===== src/rtl/game_score_tracker.sv =====
// Match score tracker: counts round wins/losses from an upstream counter and latches a result.
// Optional STREAK_BONUS_EN macro adds a 2-bit win-streak bonus (third consecutive win adds 2).
module game_score_tracker #(
  parameter int WINS_TO_MATCH   = 3,
  parameter int LOSSES_TO_MATCH = 3,
  parameter int CNT_W           = 4
) (
  input  logic             clk,
  input  logic             rst,
  input  logic             start,
  input  logic             winner,
  input  logic             loser,
  output logic             ctr_rst,
  output logic [CNT_W-1:0] win_count,
  output logic [CNT_W-1:0] lose_count,
  output logic             gameover,
  output logic             who
);

  typedef enum logic [1:0] {
    IDLE = 2'd0,
    PLAY = 2'd1,
    OVER = 2'd2
  } state_t;

  localparam logic [CNT_W+1:0] CNT_MAX  = {2'b00, {CNT_W{1'b1}}};
  localparam logic [31:0]      WIN_LIM  = WINS_TO_MATCH;
  localparam logic [31:0]      LOSE_LIM = LOSSES_TO_MATCH;

  state_t           state;
  logic             winner_prev;
  logic             loser_prev;
  logic             win_event;
  logic             loss_event;
  logic [1:0]       win_inc;
  logic [CNT_W-1:0] win_next;
  logic [CNT_W-1:0] lose_next;
  logic             win_done;
  logic             lose_done;

  // Saturating add so counts stick at all-ones instead of wrapping.
  function automatic logic [CNT_W-1:0] sat_add(input logic [CNT_W-1:0] a,
                                               input logic [1:0]       inc);
    logic [CNT_W+1:0] sum;
    sum = {2'b00, a} + {{CNT_W{1'b0}}, inc};
    if (sum > CNT_MAX) return {CNT_W{1'b1}};
    return sum[CNT_W-1:0];
  endfunction

`ifdef STREAK_BONUS_EN
  logic [1:0] streak;
  assign win_inc = (streak == 2'd2) ? 2'd2 : 2'd1;
`else
  assign win_inc = 2'd1;
`endif

  assign win_event  = winner & ~winner_prev;
  assign loss_event = loser & ~loser_prev;
  assign ctr_rst    = (state != PLAY);

  always_comb begin
    win_next  = sat_add(win_count, win_inc);
    lose_next = sat_add(lose_count, 2'd1);
    win_done  = (32'(win_next) >= WIN_LIM);
    lose_done = (32'(lose_next) >= LOSE_LIM);
  end

  // Edge detectors run in every state so a level held across entry into PLAY never counts.
  always_ff @(posedge clk) begin
    if (rst) begin
      state       <= IDLE;
      win_count   <= '0;
      lose_count  <= '0;
      gameover    <= 1'b0;
      who         <= 1'b0;
      winner_prev <= 1'b0;
      loser_prev  <= 1'b0;
`ifdef STREAK_BONUS_EN
      streak      <= 2'd0;
`endif
    end else begin
      winner_prev <= winner;
      loser_prev  <= loser;
      case (state)
        IDLE: begin
          if (start) begin
            state      <= PLAY;
            win_count  <= '0;
            lose_count <= '0;
`ifdef STREAK_BONUS_EN
            streak     <= 2'd0;
`endif
          end
        end
        PLAY: begin
          if (start) begin
            win_count  <= '0;
            lose_count <= '0;
`ifdef STREAK_BONUS_EN
            streak     <= 2'd0;
`endif
          end else if (win_event && !loss_event) begin
            win_count <= win_next;
`ifdef STREAK_BONUS_EN
            streak    <= (streak == 2'd2) ? 2'd0 : streak + 2'd1;
`endif
            if (win_done) begin
              state    <= OVER;
              gameover <= 1'b1;
              who      <= 1'b1;
            end
          end else if (loss_event && !win_event) begin
            lose_count <= lose_next;
`ifdef STREAK_BONUS_EN
            streak     <= 2'd0;
`endif
            if (lose_done) begin
              state    <= OVER;
              gameover <= 1'b1;
              who      <= 1'b0;
            end
          end
        end
        OVER: begin
          if (start) begin
            state      <= PLAY;
            win_count  <= '0;
            lose_count <= '0;
            gameover   <= 1'b0;
            who        <= 1'b0;
`ifdef STREAK_BONUS_EN
            streak     <= 2'd0;
`endif
          end
        end
        default: state <= IDLE;
      endcase
    end
  end

endmodule


===== config.mk =====
export PLATFORM = sky130hd
export DESIGN_NAME = game_score_tracker
export DESIGN_NICKNAME = d
export VERILOG_FILES = /design/src/rtl/game_score_tracker.sv
export SDC_FILE = /design/constraint.sdc
export NUM_CORES = 1
export LEC_CHECK = 0
export CORE_MARGIN = 2
export CORE_UTILIZATION = 45
export CTS_CLUSTER_SIZE = 25
export DETAILED_ROUTE_END_ITERATION = 10
export GPL_TIMING_DRIVEN = 0
export PLACE_DENSITY = 0.74
export SKIP_CTS_REPAIR_TIMING = 1
export SLEW_MARGIN = 0
export SYNTH_ARGS = -nofsm -noshare
export SYNTH_HDL_FRONTEND = slang
export SYNTH_SLANG_ARGS = --single-unit

===== constraint.sdc =====
create_clock -name clk -period 1.9 [get_ports clk]
set_input_delay 0.38 -clock clk [delete_from_list [all_inputs] [get_ports clk]]
set_output_delay 0.38 -clock clk [all_outputs]
set_load 0.02 [all_outputs]

==> impl_metrics.tcl <==
set metrics [dict create \
    grt_pass1_wl_mm 2.573 \
    syn-cell-area_um2 825.8 \
    powerDensity_nw_per_um2 557.4 \
    synthToLayoutAreaGrowth_pct 34.09 \
    hpwlAfterDp_mm 1.169 \
    tns_ns 0 \
    post-route-period-util 0.9676 \
    port_buffers 15 \
    critical_path_depth 7 \
    avgSynthCellArea_um2 8.258 \
    cts_num_sinks 14 \
    max_freq_ghz 0.5440 \
    wl_mm 1.694 \
    cap_violations 0 \
    critical_path_class "register to register" \
    grt_overflow 0 \
    status "finished clean" \
    maxSlewViolCount 0 \
    initial_core_util 0.4783 \
    ff2ff_path_depth 7 \
    avgRoutedWirePerCell_um 11.45 \
    setup_violations 0 \
    ys_warn_count 0 \
    drc 0 \
    synth_cell_type_count 32 \
    startpoint_type "register" \
    crit_chain "nand2b_1 -> ha_4 -> o21bai_1 -> a31oi_1 -> o22ai_2 -> or3_4 -> a211oi_2" \
    cts.reportedPaths.clkPinSlew_ns 0.08 \
    cp_num_buf_inv 0 \
    crit_required_ns 2.11 \
    hold_viol 0 \
    yosysSeqAreaShare 0.3394 \
    drt-initial-drc-count 6 \
    drive_gt1_frac 0.1789 \
    synth-seq-cells 14 \
    cts.path.max_buffers 2 \
    slowest_delay_ns 0.41 \
    pre_cts_ws_ns -0.4778 \
    root_buffer "clkbuf_4" \
    first_global_vias 631 \
    ctsHtreeMaxLevel 1 \
    vdd_drop_max_mv 0.4056 \
    die_w_um 46.84 \
    critPathMaxFanout 3 \
    max_slew_margin 0.7255 \
    holdPathStages 2 \
    first_pass_iters 4 \
    ant_nets 0 \
    rows 15 \
    hold_class "input port to register" \
    n_antenna_cell 0 \
    total_power_mw 0.6172 \
    min_period_ns 1.838 \
    numCtsBuffers 3 \
    slowest_stage "or3_4" \
    timing.final.ws_setup_ns 0.06162 \
    syn_inst 100 \
    placed_area_um2 1008 \
    grt_max_degree 11 \
    worstPathArrival_ns 2.05 \
    nets 135 \
    fill_cells 157 \
    die_h_um 46.84 \
    grt_usage 0.1736 \
    crit_family "compound AO/OA/AOI/OAI gates" \
    vias_per_cell 5.243 \
    ios 16 \
    die_area_um2 2194 \
    fin_worst_skew_ns 0.004219 \
    layout_commonest_cell "a21oi_1" \
    final_area_um2 1107 \
    dpl.cell_count 140 \
    fin_util 0.6413 \
    p_leak_nw 0.4374 \
    endpoint_kind "register" \
    core_area_um2 1727 \
    place_congestion 0.7681 \
    synth_nets 111 \
    cts_tree "built" \
    clk_latency_ns 0.29 \
    antenna_found_initial 0 \
    stdcell_count 148 \
    worst_pin_slew_ns 0.4118 \
    holdWs_ns 0.3481 \
    layout_common_cells "a21oi_1, clkdlybuf4s50_1, dfxtp_1" \
    routed-via-count 776 \
]
per-layer routing:
layer / part of all wire / up-vias / GRT usage
li1: - / 401 / -
met1: 0.45 / 357 / 0.1986
met2: 0.49 / 14 / 0.2767
met3: 0.034 / 4 / 0.04615
met4: 0.023 / 0 / 0.1278
met5: 0 / - / 0
synth_stat cells:
library cell	n	area, um2
a211oi_1	1	7.510
a211oi_2	1	12.51
a21boi_0	1	7.510
a21o_1	1	7.510
a21oi_1	17	85.08
a21oi_2	1	8.760
a22oi_1	2	15.01
a31oi_1	1	6.260
and3_1	2	12.51
and3_2	1	7.510
and3b_1	1	8.760
buf_6	1	11.26
dfxtp_1	14	280.3
dlygate4sd1_1	1	8.760
ha_1	6	75.07
inv_1	6	22.52
nand2_1	7	26.28
nand2b_1	5	31.28
nand3_1	4	20.02
nand3b_1	3	22.52
nor2_1	7	26.28
nor2b_1	3	18.77
nor3_1	4	20.02
nor3b_1	1	7.510
nor3b_2	1	12.51
o211ai_1	1	7.510
o21ai_0	2	10.01
o21bai_1	1	7.510
o22ai_2	1	12.51
o32ai_1	1	8.760
or2_1	1	6.260
or3_4	1	11.26
flip-flops by register name, indices dropped and copies added, names as in the netlist:
| register | cells |
|---|---|
| gameover | 1 |
| lose_count | 4 |
| loser_prev | 1 |
| state | 2 |
| who | 1 |
| win_count | 4 |
| winner_prev | 1 |
final timing paths:
kind               start     endpoint  slack [ns]
min               winner  winner_prev        0.35
min reg2reg     gameover     gameover        0.49
max reg2reg  winner_prev     gameover        0.06
max          winner_prev     gameover        0.06
cell type report:
class                   count  area, um2  area share
well taps                  25      31.28     0.02825
repair buffers             19      185.2      0.1672
inverters                   6      22.52     0.02034
clock buffers               4      36.28     0.03277
multi-input cells          78      525.5      0.4746
flip-flops and latches     14      286.5      0.2588
plain buffers               2      20.02     0.01808
report_power, final:
group	switching, mW	leakage, nW	internal [mW]
combinational	0.0473	0.301	0.0484
sequential	0.00404	0.116	0.298
clock	0.103	0.0210	0.117
total	0.154	0.437	0.463
cells by family (layout without fill, tap and decap cells):
kind of cell	Yosys count	count (layout)	synth area share
AO/OA/AOI/OAI	31	31	0.2379
adder cells (fa/ha/maj)	6	6	0.09091
buffers and inverters	8	31	0.05151
flip-flops	14	14	0.3394
AND/OR/NAND/NOR	41	41	0.2803
Note: power is estimated with default switching activity, not from simulation.
